File: config.mk
export PLATFORM = sky130hd
export DESIGN_NAME = data_delay_elastic
export DESIGN_NICKNAME = d
export VERILOG_FILES = /design/src/rtl/data_delay_elastic.sv
export SDC_FILE = /design/constraint.sdc
export NUM_CORES = 1
export LEC_CHECK = 0
export ABC_AREA = 1
export CORE_MARGIN = 3
export CORE_UTILIZATION = 30
export DETAILED_ROUTE_END_ITERATION = 8
export SLEW_MARGIN = 0
export SYNTH_ARGS = -nofsm -noshare
export SYNTH_HDL_FRONTEND = slang
export SYNTH_SLANG_ARGS = --single-unit
File: constraint.sdc
create_clock -name clk -period 2.9 [get_ports clk]
set_input_delay 0.435 -clock clk [delete_from_list [all_inputs] [get_ports clk]]
set_output_delay 0.435 -clock clk [all_outputs]
set_load 0.02 [all_outputs]
File: src/rtl/data_delay_elastic.sv
// Elastic buffer that holds each word for a selectable minimum latency before releasing it.
// Latency: 1..4 cycles from push to out_valid, selected by dly_sel and latched only while the buffer is empty.
// Backpressure: in_ready drops only when all 4 entries are used; a stalled head keeps out_data/out_valid stable.
//
// Ports:
//   clk, rst                 - clock, synchronous active-high reset
//   dly_sel                  - latency code, L = dly_sel + 1
//   in_data/in_valid/in_ready    - write side handshake
//   out_data/out_valid/out_ready - read side handshake
//   count                    - occupied entries, 0..4
module data_delay_elastic #(
    parameter int WIDTH = 2,
    parameter int DEPTH = 4
) (
    input  logic             clk,
    input  logic             rst,
    input  logic [1:0]       dly_sel,
    input  logic [WIDTH-1:0] in_data,
    input  logic             in_valid,
    output logic             in_ready,
    output logic [WIDTH-1:0] out_data,
    output logic             out_valid,
    input  logic             out_ready,
    output logic [2:0]       count
);

    localparam logic [2:0] FULL    = 3'(DEPTH);
    localparam logic [2:0] AGE_MAX = 3'd4;

    logic [WIDTH-1:0] mem_q [DEPTH];
    logic [WIDTH-1:0] mem_d [DEPTH];
    logic [2:0]       age_q [DEPTH];
    logic [2:0]       age_d [DEPTH];
    logic [1:0]       wr_ptr_q, wr_ptr_d;
    logic [1:0]       rd_ptr_q, rd_ptr_d;
    logic [2:0]       count_q, count_d;
    logic [2:0]       lat_q, lat_d;
    logic [WIDTH-1:0] last_q, last_d;

    logic             push;
    logic             pop;
    logic [2:0]       lat_sel;
    logic [1:0]       offs;

    assign lat_sel   = {1'b0, dly_sel} + 3'd1;
    assign in_ready  = !rst && (count_q != FULL);
    assign out_valid = (count_q != 3'd0) && (age_q[rd_ptr_q] >= lat_q);
    // Show the head while valid; otherwise keep whatever was shown last.
    assign out_data  = out_valid ? mem_q[rd_ptr_q] : last_q;
    assign count     = count_q;

    always_comb begin
        push     = in_valid && in_ready;
        pop      = out_valid && out_ready;
        mem_d    = mem_q;
        age_d    = age_q;
        wr_ptr_d = wr_ptr_q;
        rd_ptr_d = rd_ptr_q;
        count_d  = count_q;
        lat_d    = lat_q;
        last_d   = out_data;
        offs     = 2'd0;

        // Age every occupied entry; an entry is occupied when its distance
        // from the read pointer is below the current count.
        for (int i = 0; i < DEPTH; i++) begin
            offs = 2'(i) - rd_ptr_q;
            if (({1'b0, offs} < count_q) && (age_q[i] < AGE_MAX)) begin
                age_d[i] = age_q[i] + 3'd1;
            end
        end

        if (pop) begin
            age_d[rd_ptr_q] = 3'd0;
            rd_ptr_d        = rd_ptr_q + 2'd1;
        end
        // Push after pop: a push never lands on the popped slot because
        // in_ready is low whenever the buffer is full.
        if (push) begin
            mem_d[wr_ptr_q] = in_data;
            age_d[wr_ptr_q] = 3'd1;
            wr_ptr_d        = wr_ptr_q + 2'd1;
        end

        case ({push, pop})
            2'b10:   count_d = count_q + 3'd1;
            2'b01:   count_d = count_q - 3'd1;
            default: count_d = count_q;
        endcase

        // Latency is only re-sampled while idle so stored words keep theirs.
        if ((count_q == 3'd0) && !push) begin
            lat_d = lat_sel;
        end
    end

    always_ff @(posedge clk) begin
        if (rst) begin
            for (int i = 0; i < DEPTH; i++) begin
                age_q[i] <= 3'd0;
            end
            wr_ptr_q <= 2'd0;
            rd_ptr_q <= 2'd0;
            count_q  <= 3'd0;
            lat_q    <= lat_sel;
            last_q   <= '0;
        end else begin
            age_q    <= age_d;
            wr_ptr_q <= wr_ptr_d;
            rd_ptr_q <= rd_ptr_d;
            count_q  <= count_d;
            lat_q    <= lat_d;
            last_q   <= last_d;
        end
    end

    // Payload storage needs no reset; ages and count decide what is live.
    always_ff @(posedge clk) begin
        mem_q <= mem_d;
    end

endmodule
After elaboration in Yosys (flattened, before gate mapping)

Cells that the tools add are included.

Reduce and logical (&&, ||, !) cells: 17
Muxes and demuxes: 23
Bitwise operators: 7
Equal/unequal tests: 3
Magnitude comparators: 13
Add/subtract/negate cells: 13

Operators by type and width:

| cell                                                       | number |
|---|---|
| 2-to-1 mux 3 bit                                           | 10 |
| 2-to-1 mux 12 bit                                          | 2 |
| adder 3 x 1 -> 3 bit, second input constant                | 5 |
| AND 12 bit                                                 | 1 |
| demux 3 bit (select 2 bit)                                 | 2 |
| less-than comparator 2 x 3 -> 1 bit                        | 4 |
| less-than comparator 3 bit, second input constant          | 4 |
| NOT 12 bit                                                 | 1 |
| logical AND 1 bit                                          | 11 |
| AND 8 bit                                                  | 1 |
| bitwise mux 8 bit                                          | 1 |
| 2-to-1 mux 2 bit                                           | 4 |
| NOT 8 bit                                                  | 1 |
| binary-select mux 3 bit (select 2 bit)                     | 1 |
| >= comparator 3 bit, second input constant                 | 2 |
| less-than comparator 3 x 1 -> 1 bit, second input constant | 2 |
| NOT 2 -> 3 bit                                             | 2 |
| one-hot mux 3 bit (2 select lines)                         | 1 |
| adder 2 x 1 -> 2 bit, second input constant                | 2 |
| binary-select mux 2 bit (select 2 bit)                     | 1 |
| demux 2 bit (select 2 bit)                                 | 1 |
| OR 4 bit                                                   | 1 |
| nonzero test 2 bit                                         | 2 |
| subtractor 1 x 2 -> 2 bit, first input constant            | 2 |
| other kinds (10)                                           | 12 |

Word-level logic and storage cells: 89
Input bits: 8
Bits in registers: 32

Longest topological paths before layout

Gate-level depths: netlist of the first run.

Word-level depth: 10
Depth in mapped cells: 19

Least setup slack after synthesis of the first run

No wires, ideal clock.

Path type: reg2reg
Start: reg rd_ptr_q[0]
End: reg count_q[2] (netlist: count[2])
Arrival time: 2.526 ns
Library setup time: 0.122 ns
Data required time: 2.778 ns
Slack: 0.252 ns
Cell stages (with the launch flop): 20
Path buffers: 1
Path through: dfxtp_1 -> inv_2 -> buf_2 -> o21ai_0 -> a21oi_1 -> a21oi_1 -> ha_1 -> nand2_1 -> clkinv_1 -> nand2_1 -> nand2_1 -> nand2_4 -> nor2_4 -> ha_1 -> inv_1 -> fa_1 -> a21oi_1 -> o21ai_0 -> o21ai_0 -> a21oi_1

Word-level cells in the longest chain between the ends: 9
Elaborated cells on any way between the ends: 11
Those cells by class: order compare: 1; eq/ne: 2; mux: 4; bitwise: 1; reduce/logical: 3

Ends and longest elaborated chain:

| item                                                                            | line | RTL |
|---|---|---|
| start, declared                                                                 | 35   | `logic [1:0] rd_ptr_q, rd_ptr_d;` |
| start signal, assigned                                                          | 110  | `rd_ptr_q <= rd_ptr_d;` |
| NOT 2 -> 3 bit (implied by the code) (*)                                        | 47   | `assign out_valid = (count_q != 3'd0) && (age_q[rd_ptr_q] >= lat_q);` |
| binary-select mux 3 bit (select 2 bit) (*)                                      | 47   |  |
| 2-to-1 mux 3 bit (implied by the code) (*) (2 in series)                        | 47   |  |
| >= comparator 3 bit (*)                                                         | 47   |  |
| logical AND 1 bit (*)                                                           | 47   |  |
| logical AND 1 bit (*)                                                           | 54   | `pop = out_valid && out_ready;` |
| equality test 2 x 1 -> 1 bit / equality test 2 bit (equally long branches)      | 85   | `case ({push, pop})` |
| one-hot mux 3 bit (2 select lines) / nonzero test 2 bit (equally long branches) | -    |  |
| end signal, assigned                                                            | 111  | `count_q <= count_d;` |
| end, declared                                                                   | 36   | `logic [2:0] count_q, count_d;` |

Mark *: on every way between the ends. The rest lies on a longest branch, timed or not. The select of a mux whose other input is x is not followed.
A chain may end at the register's enable or synchronous reset.

Worst setup path in the final report of the first run

Ends and elaborated chain as after synthesis.

==> summary.md, run 1 <==
| Metric | Value |
|---|---|
| Post-synthesis cell type count | `22` |
| CTS sink cnt | `32` |
| Routed length on met2 | `1800 µm` |
| Max VDD drop | `0.326 mV` |
| Core area | `0.00571 mm²` |
| Maximum buffer depth of the clock tree | `2` |
| Cts bufs inserted | `5` |
| Min Hold Slack | `477 ps` |
| Clk root buf | `sky130_fd_sc_hd__clkbuf_8` |
| Final Setup Violations | `0` |
| Setup crit end kind | `flop` |
| Status | `finished, final reports clean` |
| Pre-CTS WS | `167 ps` |
| Post-synth EDFFs | `11` |
| Final weighted congestion of routability-driven global placement | `0.772` |
| Layout cell share with drive strength beyond 1 | `10.7%` |
| Number of global-route vias before repair | `1,456` |
| Standard-cell rows | `27` |
| Hold-critical path endpoint | `last_q[1]` |
| Cells on Worst Hold Path | `2` |
| Post-route design area | `0.00220 mm²` |
| Post-route minimum period | `2670 ps` |
| Slew at the pin with the worst max-slew slack | `559 ps` |
| Dominant synthesized flop cell | `sky130_fd_sc_hd__dfxtp_1` |
| Pwr Total | `1.92 mW` |
| Gate count after technology mapping | `230` |
| Total via count in the routed design | `1,544` |
| Total count of max-transition violations in the final report | `0` |
| Cell family with most CP delay | `adder cells` |
| Internal reg-to-reg setup slack | `230 ps` |
| PnR worst setup slack | `229 ps` |
| Routed length on met3 | `157 µm` |
| Number of placed I/O pins | `15` |
| Proportion of register bits with asynchronous set or reset after synthesis | `0%` |
| Share of the synthesized area in the top cell type | `22.9%` |
| Placement Cell Area | `0.00209 mm²` |
| Area growth from synthesis to final layout | `19.9%` |
| Launching instance or port of the critical path | `rd_ptr_q[0]` |
| Synthesized Nets | `260` |
| WP data required | `3070 ps` |
| Maximum number of pins on one net before global-route repair | `15` |
| Cells taking the most area after synthesis | `sky130_fd_sc_hd__dfxtp_1 (23%), sky130_fd_sc_hd__edfxtp_1 (18%), sky130_fd_sc_hd__ha_1 (14%)` |
| Wire length of the first global-routing pass | `6830 µm` |
| Net total in the final layout | `282` |
| Post-layout utilization of the core | `38.6%` |
| CTS tree | `built` |
| Total placed cells including tap cells | `317` |
| Yosys Warn Count | `0` |
| Antenna diode count | `0` |
| Pre-Repair DR Iteration Count | `4` |
| Final Cycle Share | `92.1%` |
| Die Height | `84.3 µm` |
| Hold violation total from the final report | `0` |
| Reg-to-Reg Start | `rd_ptr_q[0]` |
| Crit Path Category | `flop to flop` |
| Max capacitance violation total | `0` |
| Number of buffer and inverter stages on the critical path | `3` |
| Count leader, synth | `sky130_fd_sc_hd__nand2_1` |
| Max-Slew Margin vs Limit | `62.3%` |
| Clock H-tree levels | `2` |
| Cell count of the worst reg-to-reg path | `17` |
| Input/output buffers | `14` |
| Total setup buffers inserted after CTS | `0` |
| Slowest cell on the critical path | `sky130_fd_sc_hd__fa_1` |
| Clock Latency Late Sink | `280 ps` |
| Top cells by count, synth | `sky130_fd_sc_hd__nand2_1 (42), sky130_fd_sc_hd__inv_1 (28), sky130_fd_sc_hd__dfxtp_1 (21), sky130_fd_sc_hd__ha_1 (21)` |
| Met1 wire length | `1950 µm` |
| Endpoint of the worst-slack reg-to-reg timing path | `count[2]` |
| Most area-hungry cell type in the Yosys netlist | `sky130_fd_sc_hd__dfxtp_1` |
| Dpl hpwl | `3150 µm` |
| Data arrival at the endpoint of the critical path | `2840 ps` |
| Part of the Yosys area used for sequential elements | `40.8%` |
| Number of synthesized register bits | `32` |
| Crit path launch type | `flop` |
| CP max stage delay | `380 ps` |
| Total routing usage reported by global routing | `12.0%` |
| Pwr dens | `871 mW/mm²` |
| Worst clock skew | `7.00 ps` |
| Initial Utilization | `32.2%` |
| Cell-by-cell listing of the critical path | `buf_4 > o21ai_0 > a21oi_1 > ha_1 > inv_1 > nand2_1 > nand2_1 > nand2_1 > nand2_4 > nor2_4 > ha_1 > inv_1 > fa_1 > a21oi_1 > o21ai_0 > o21ai_0 > a21oi_1` |
| Summed instance area of the synthesized netlist | `0.00184 mm²` |
| Die ar. | `0.00710 mm²` |
| Number of nets still failing antenna checks after routing | `0` |
| Clock-pin slew on the worst setup and hold paths | `70 ps` |
| Number of antenna violations at the first check in global routing | `0` |
| Uppermost routed layer | `met4` |
| Leftover overflow at the end of global routing | `0` |
| DRC errors left | `0` |
| Final std cells w/o fill | `325` |
| Final routed wire length divided by cell count | `12.1 µm` |
| Highest achievable clock rate | `374 MHz` |
| Mapped Avg Cell Area | `7.99 µm²` |
| Initial DRC count | `63` |
| Path category of the worst min-delay check | `flop to flop` |
| Setup total negative slack | `0 ps` |
| Detailed-route vias per instance | `4.75` |
| Final wirelength | `3930 µm` |
| Maximum fanout encountered on the critical timing path | `6` |
| Horizontal die dimension | `84.3 µm` |
| Startpoint of the worst hold path | `last_q[1]` |
| Static leakage | `1.02 nW` |
| Unrepaired setup endpoints after global routing | `false` |
[worst max-delay path by stage]
stage	end	slack (ps)	cells past startpoint
2_1_floorplan	count[2]	250	19
3_3_place_gp	count[2]	230	18
3_5_place_dp	count[2]	170	18
4_1_cts	out_valid	4	11
5_1_grt	out_data[0]	30	14
6_report	count[2]	230	17
[sequential cells by signal, indices dropped and copies added (netlist names)]
name      count
age_q        12
count         3
last_q        2
lat_q         3
mem_q         8
rd_ptr_q      2
wr_ptr_q      2
[cells by family (layout without fill, tap and decap cells)]
family | Yosys count | in the layout | share of synthesized area, %
compound gates | 49 | 49 | 14.3
simple gates | 88 | 88 | 21.2
flops | 32 | 32 | 40.8
fa+ha+maj | 22 | 22 | 15.4
buf+inv | 39 | 62 | 8.24
[where the power goes]
group / total [mW] / switching, mW / internal [mW]
clock network: 0.423 / 0.169 / 0.254
registers: 0.636 / 0.0784 / 0.558
logic: 0.861 / 0.523 / 0.338
[repair_timing]
action | 4_1_cts | 5_1_grt
endpoints found under the setup margin | 3 | 4
hold buffers | 0 | 0
gates resized for setup | 4 | 3
pin swaps | 0 | 0
[cell usage in the layout (no fill, tap or decap), drive strengths merged, types with 2 or more instances in the layout]
cell           instances
clkinv                 2
buf                    5
a31oi                  3
nor2                  21
clkbuf                 5
ha                    21
dfxtp                 21
nand3                 17
dlygate4sd2            2
nand2                 43
nand4                  6
edfxtp                11
o21ai                 24
a21oi                 22
inv                   34
clkdlybuf4s50         11
[routing by layer]
| layer | up-vias | track usage (%) |
|---|---|---|
| met4 | 0 | 3.07 |
| li1 | 809 | - |
| met5 | - | 0 |
| met2 | 30 | 19.8 |
| met3 | 4 | 2.75 |
| met1 | 701 | 15.9 |
[final cells by class]
class | instances | area [µm²]
Clock buffer | 5 | 68.8
Clock inverter | 3 | 42.5
Fill cell | 594 | 3500
Inverter | 35 | 136
Multi-Input combinational cell | 159 | 936
Sequential cell | 32 | 753
Tap cell | 72 | 90.1
Timing Repair Buffer | 19 | 178
[worst register-to-register path: cells and delay by family (launching register included)]
family                   cells  cell delay (ps)
adder cells (fa/ha/maj)      3              810
buffers and inverters        3              250
AO/OA/AOI/OAI                6              720
flip-flops                   1              360
AND/OR/NAND/NOR              5              420
Note: power is estimated with default switching activity, not from simulation.
==> run 2, diff against run 1 <==
--- a/config.mk
+++ b/config.mk
@@ -8,7 +8,9 @@
 export ABC_AREA = 1
 export CORE_MARGIN = 3
 export CORE_UTILIZATION = 30
+export CTS_BUF_LIST = sky130_fd_sc_hd__clkbuf_8 sky130_fd_sc_hd__clkbuf_16
 export DETAILED_ROUTE_END_ITERATION = 8
+export PLACE_DENSITY = 0.5
 export SLEW_MARGIN = 0
 export SYNTH_ARGS = -nofsm -noshare
 export SYNTH_HDL_FRONTEND = slang
==> run 2 against run 1 <==
Compared with the run above: register-to-register slack gained 40 ps; non-clock buffer count is the same; first-iteration DRC count shrank 11%; total power grew 1.3%; clock-buffer cell count is the same; worst setup slack gained 37 ps; critical path type unchanged; wire length grew 7.0%; flip-flop and latch count is the same; clock skew shrank 1.1 ps.
==> summary.md, run 2 (same netlist as run 1, synthesis figures left out) <==
| Metric | Value |
|---|---|
| Slowest cell on the critical path | `sky130_fd_sc_hd__fa_1` |
| Path category of the worst min-delay check | `flop to flop` |
| Final Cycle Share | `90.8%` |
| Area growth from synthesis to final layout | `20.2%` |
| Max FFs per register | `12` |
| Max capacitance violation total | `0` |
| Pre-Repair DR Iteration Count | `4` |
| Total routing usage reported by global routing | `12.5%` |
| Number of global-route vias before repair | `1,444` |
| Net total in the final layout | `282` |
| CP max stage delay | `380 ps` |
| Input/output buffers | `14` |
| Reg-to-Reg Start | `rd_ptr_q[0]` |
| Core area | `0.00571 mm²` |
| Number of placed I/O pins | `15` |
| Clk root buf | `sky130_fd_sc_hd__clkbuf_8` |
| Slew at the pin with the worst max-slew slack | `657 ps` |
| DRC errors left | `0` |
| Register with the most flip-flops | `age_q` |
| Clock-pin slew on the worst setup and hold paths | `70 ps` |
| Status | `finished, final reports clean` |
| Leftover overflow at the end of global routing | `0` |
| Final Setup Violations | `0` |
| Pwr dens | `881 mW/mm²` |
| Hold violation total from the final report | `0` |
| Highest achievable clock rate | `380 MHz` |
| Commonest cells after routing, fill and taps aside | `sky130_fd_sc_hd__nand2_1 (41), sky130_fd_sc_hd__inv_1 (28), sky130_fd_sc_hd__ha_1 (21), sky130_fd_sc_hd__a21oi_1 (20), sky130_fd_sc_hd__nor2_1 (20)` |
| Initial Utilization | `32.2%` |
| Cts bufs inserted | `5` |
| Internal reg-to-reg setup slack | `270 ps` |
| Total count of max-transition violations in the final report | `0` |
| Hold bufs inserted after CTS | `0` |
| Maximum buffer depth of the clock tree | `2` |
| Dpl hpwl | `3300 µm` |
| Final wirelength | `4210 µm` |
| Endpoint of the worst-slack reg-to-reg timing path | `count[2]` |
| Most common cell after layout, fill and taps aside | `sky130_fd_sc_hd__nand2_1` |
| WP data required | `3080 ps` |
| Multi-input logic area | `938 µm²` |
| Hold-critical path endpoint | `last_q[0]` |
| Registers with the highest flip-flop counts | `age_q (12), mem_q (8)` |
| Unrepaired setup endpoints after global routing | `false` |
| Maximum number of pins on one net before global-route repair | `15` |
| Clock H-tree levels | `2` |
| Detailed-route vias per instance | `4.70` |
| Clock Latency Late Sink | `290 ps` |
| Cell family with most CP delay | `adder cells` |
| Number of antenna violations at the first check in global routing | `0` |
| Total setup buffers inserted after CTS | `0` |
| Cell count of the worst reg-to-reg path | `17` |
| Wire length of the first global-routing pass | `6970 µm` |
| Die ar. | `0.00710 mm²` |
| Total via count in the routed design | `1,529` |
| Standard-cell rows | `27` |
| Maximum fanout encountered on the critical timing path | `7` |
| Setup crit end kind | `flop` |
| CTS tree | `built` |
| Max VDD drop | `0.314 mV` |
| Antenna diode count | `0` |
| Horizontal die dimension | `84.3 µm` |
| Post-route minimum period | `2630 ps` |
| Setup total negative slack | `0 ps` |
| Final weighted congestion of routability-driven global placement | `0.789` |
| Layout cell share with drive strength beyond 1 | `11.1%` |
| Crit Path Category | `flop to flop` |
| Startpoint of the worst hold path | `last_q[0]` |
| Cells on Worst Hold Path | `2` |
| Data arrival at the endpoint of the critical path | `2820 ps` |
| Static leakage | `1.02 nW` |
| Post-route design area | `0.00221 mm²` |
| Number of nets still failing antenna checks after routing | `0` |
| Die Height | `84.3 µm` |
| Initial DRC count | `56` |
| Placement Cell Area | `0.00209 mm²` |
| Number of stages on the worst setup path | `17` |
| Final routed wire length divided by cell count | `13.0 µm` |
| CTS sink cnt | `32` |
| Crit path launch type | `flop` |
| Filler instances | `582` |
| Cell-by-cell listing of the critical path | `buf_4 > o21ai_0 > a21oi_1 > ha_1 > inv_1 > nand2_1 > nand2_1 > nand2_2 > nand2_4 > nor2_4 > ha_1 > inv_1 > fa_1 > a21oi_1 > o21ai_0 > o21ai_0 > a21oi_1` |
| Max-Slew Margin vs Limit | `55.7%` |
| Footprint of the flip-flops and latches | `756 µm²` |
| Worst clock skew | `5.88 ps` |
| Number of buffer and inverter stages on the critical path | `3` |
[run 2: changes by cell type in the layout (fill, tap and decap cells not counted)]
cell                      delta
sky130_fd_sc_hd__dfxtp_2     -1
sky130_fd_sc_hd__dfxtp_4     +1
sky130_fd_sc_hd__nand2_1     -1
sky130_fd_sc_hd__nand2_2     +1
[run 2: what timing repair did]
| item | CTS | global route |
|---|---|---|
| gates resized for setup | 5 | 4 |
| setup endpoints to repair | 3 | 4 |
| pin swaps | 0 | 0 |
[run 2: power breakdown]
part           leakage [nW]  total [mW]  internal (mW)  switching (mW)
sequential            0.276       0.639          0.558          0.0809
combinational         0.689       0.867          0.340           0.527
clock                0.0541       0.439          0.254           0.185
total                  1.02        1.95           1.15           0.793
[run 2: how the worst max path moves through the flow]
stage | end | slack, ps | startpoint
4_1_cts | out_valid | 40 | rd_ptr_q[0]
3_5_place_dp | count[2] | 150 | rd_ptr_q[1]
2_1_floorplan | count[2] | 250 | rd_ptr_q[0]
3_3_place_gp | count[2] | 220 | rd_ptr_q[1]
5_1_grt | count[2] | 20 | rd_ptr_q[1]
6_report | count[2] | 270 | rd_ptr_q[0]
[run 2: cell type report]
| type | count | share of cell area (%) |
|---|---|---|
| clock buffers | 5 | 3.11 |
| clock inverters | 3 | 1.93 |
| inverters | 35 | 6.17 |
| multi-input cells | 159 | 42.5 |
| flip-flops and latches | 32 | 34.2 |
| well taps | 72 | 4.08 |
| repair buffers | 19 | 8.04 |
[run 2: stage by stage]
stage / util [%] / total power, mW / cells / setup slack (ps) / hold slack (ps)
final: 38.7 / 1.95 / 325 / 266 / 478
after global routing: 38.7 / 2.13 / 325 / 18.8 / 511
after CTS: 38.5 / 1.96 / 325 / 44.7 / 479
after detailed placement: 36.5 / 1.52 / 317 / 148 / 467
after global placement: 36.5 / 1.52 / 317 / 218 / 473
after floorplan: - / 1.26 / 230 / 252 / 451
[run 2: tightest hold or removal path, cell delays in order, from the launching register on]
cell and delay (ps):
sky130_fd_sc_hd__dfxtp_1 300, sky130_fd_sc_hd__nand2_1 70, sky130_fd_sc_hd__a21oi_1 60
[run 2: metal layers]
layer | vias up | wire length, µm | global-route usage [%]
li1 | 811 | - | -
met1 | 685 | 2010 | 15.4
met2 | 26 | 1990 | 21.5
met3 | 7 | 160 | 3.34
met4 | 0 | 53 | 3.51
met5 | - | 0 | 0
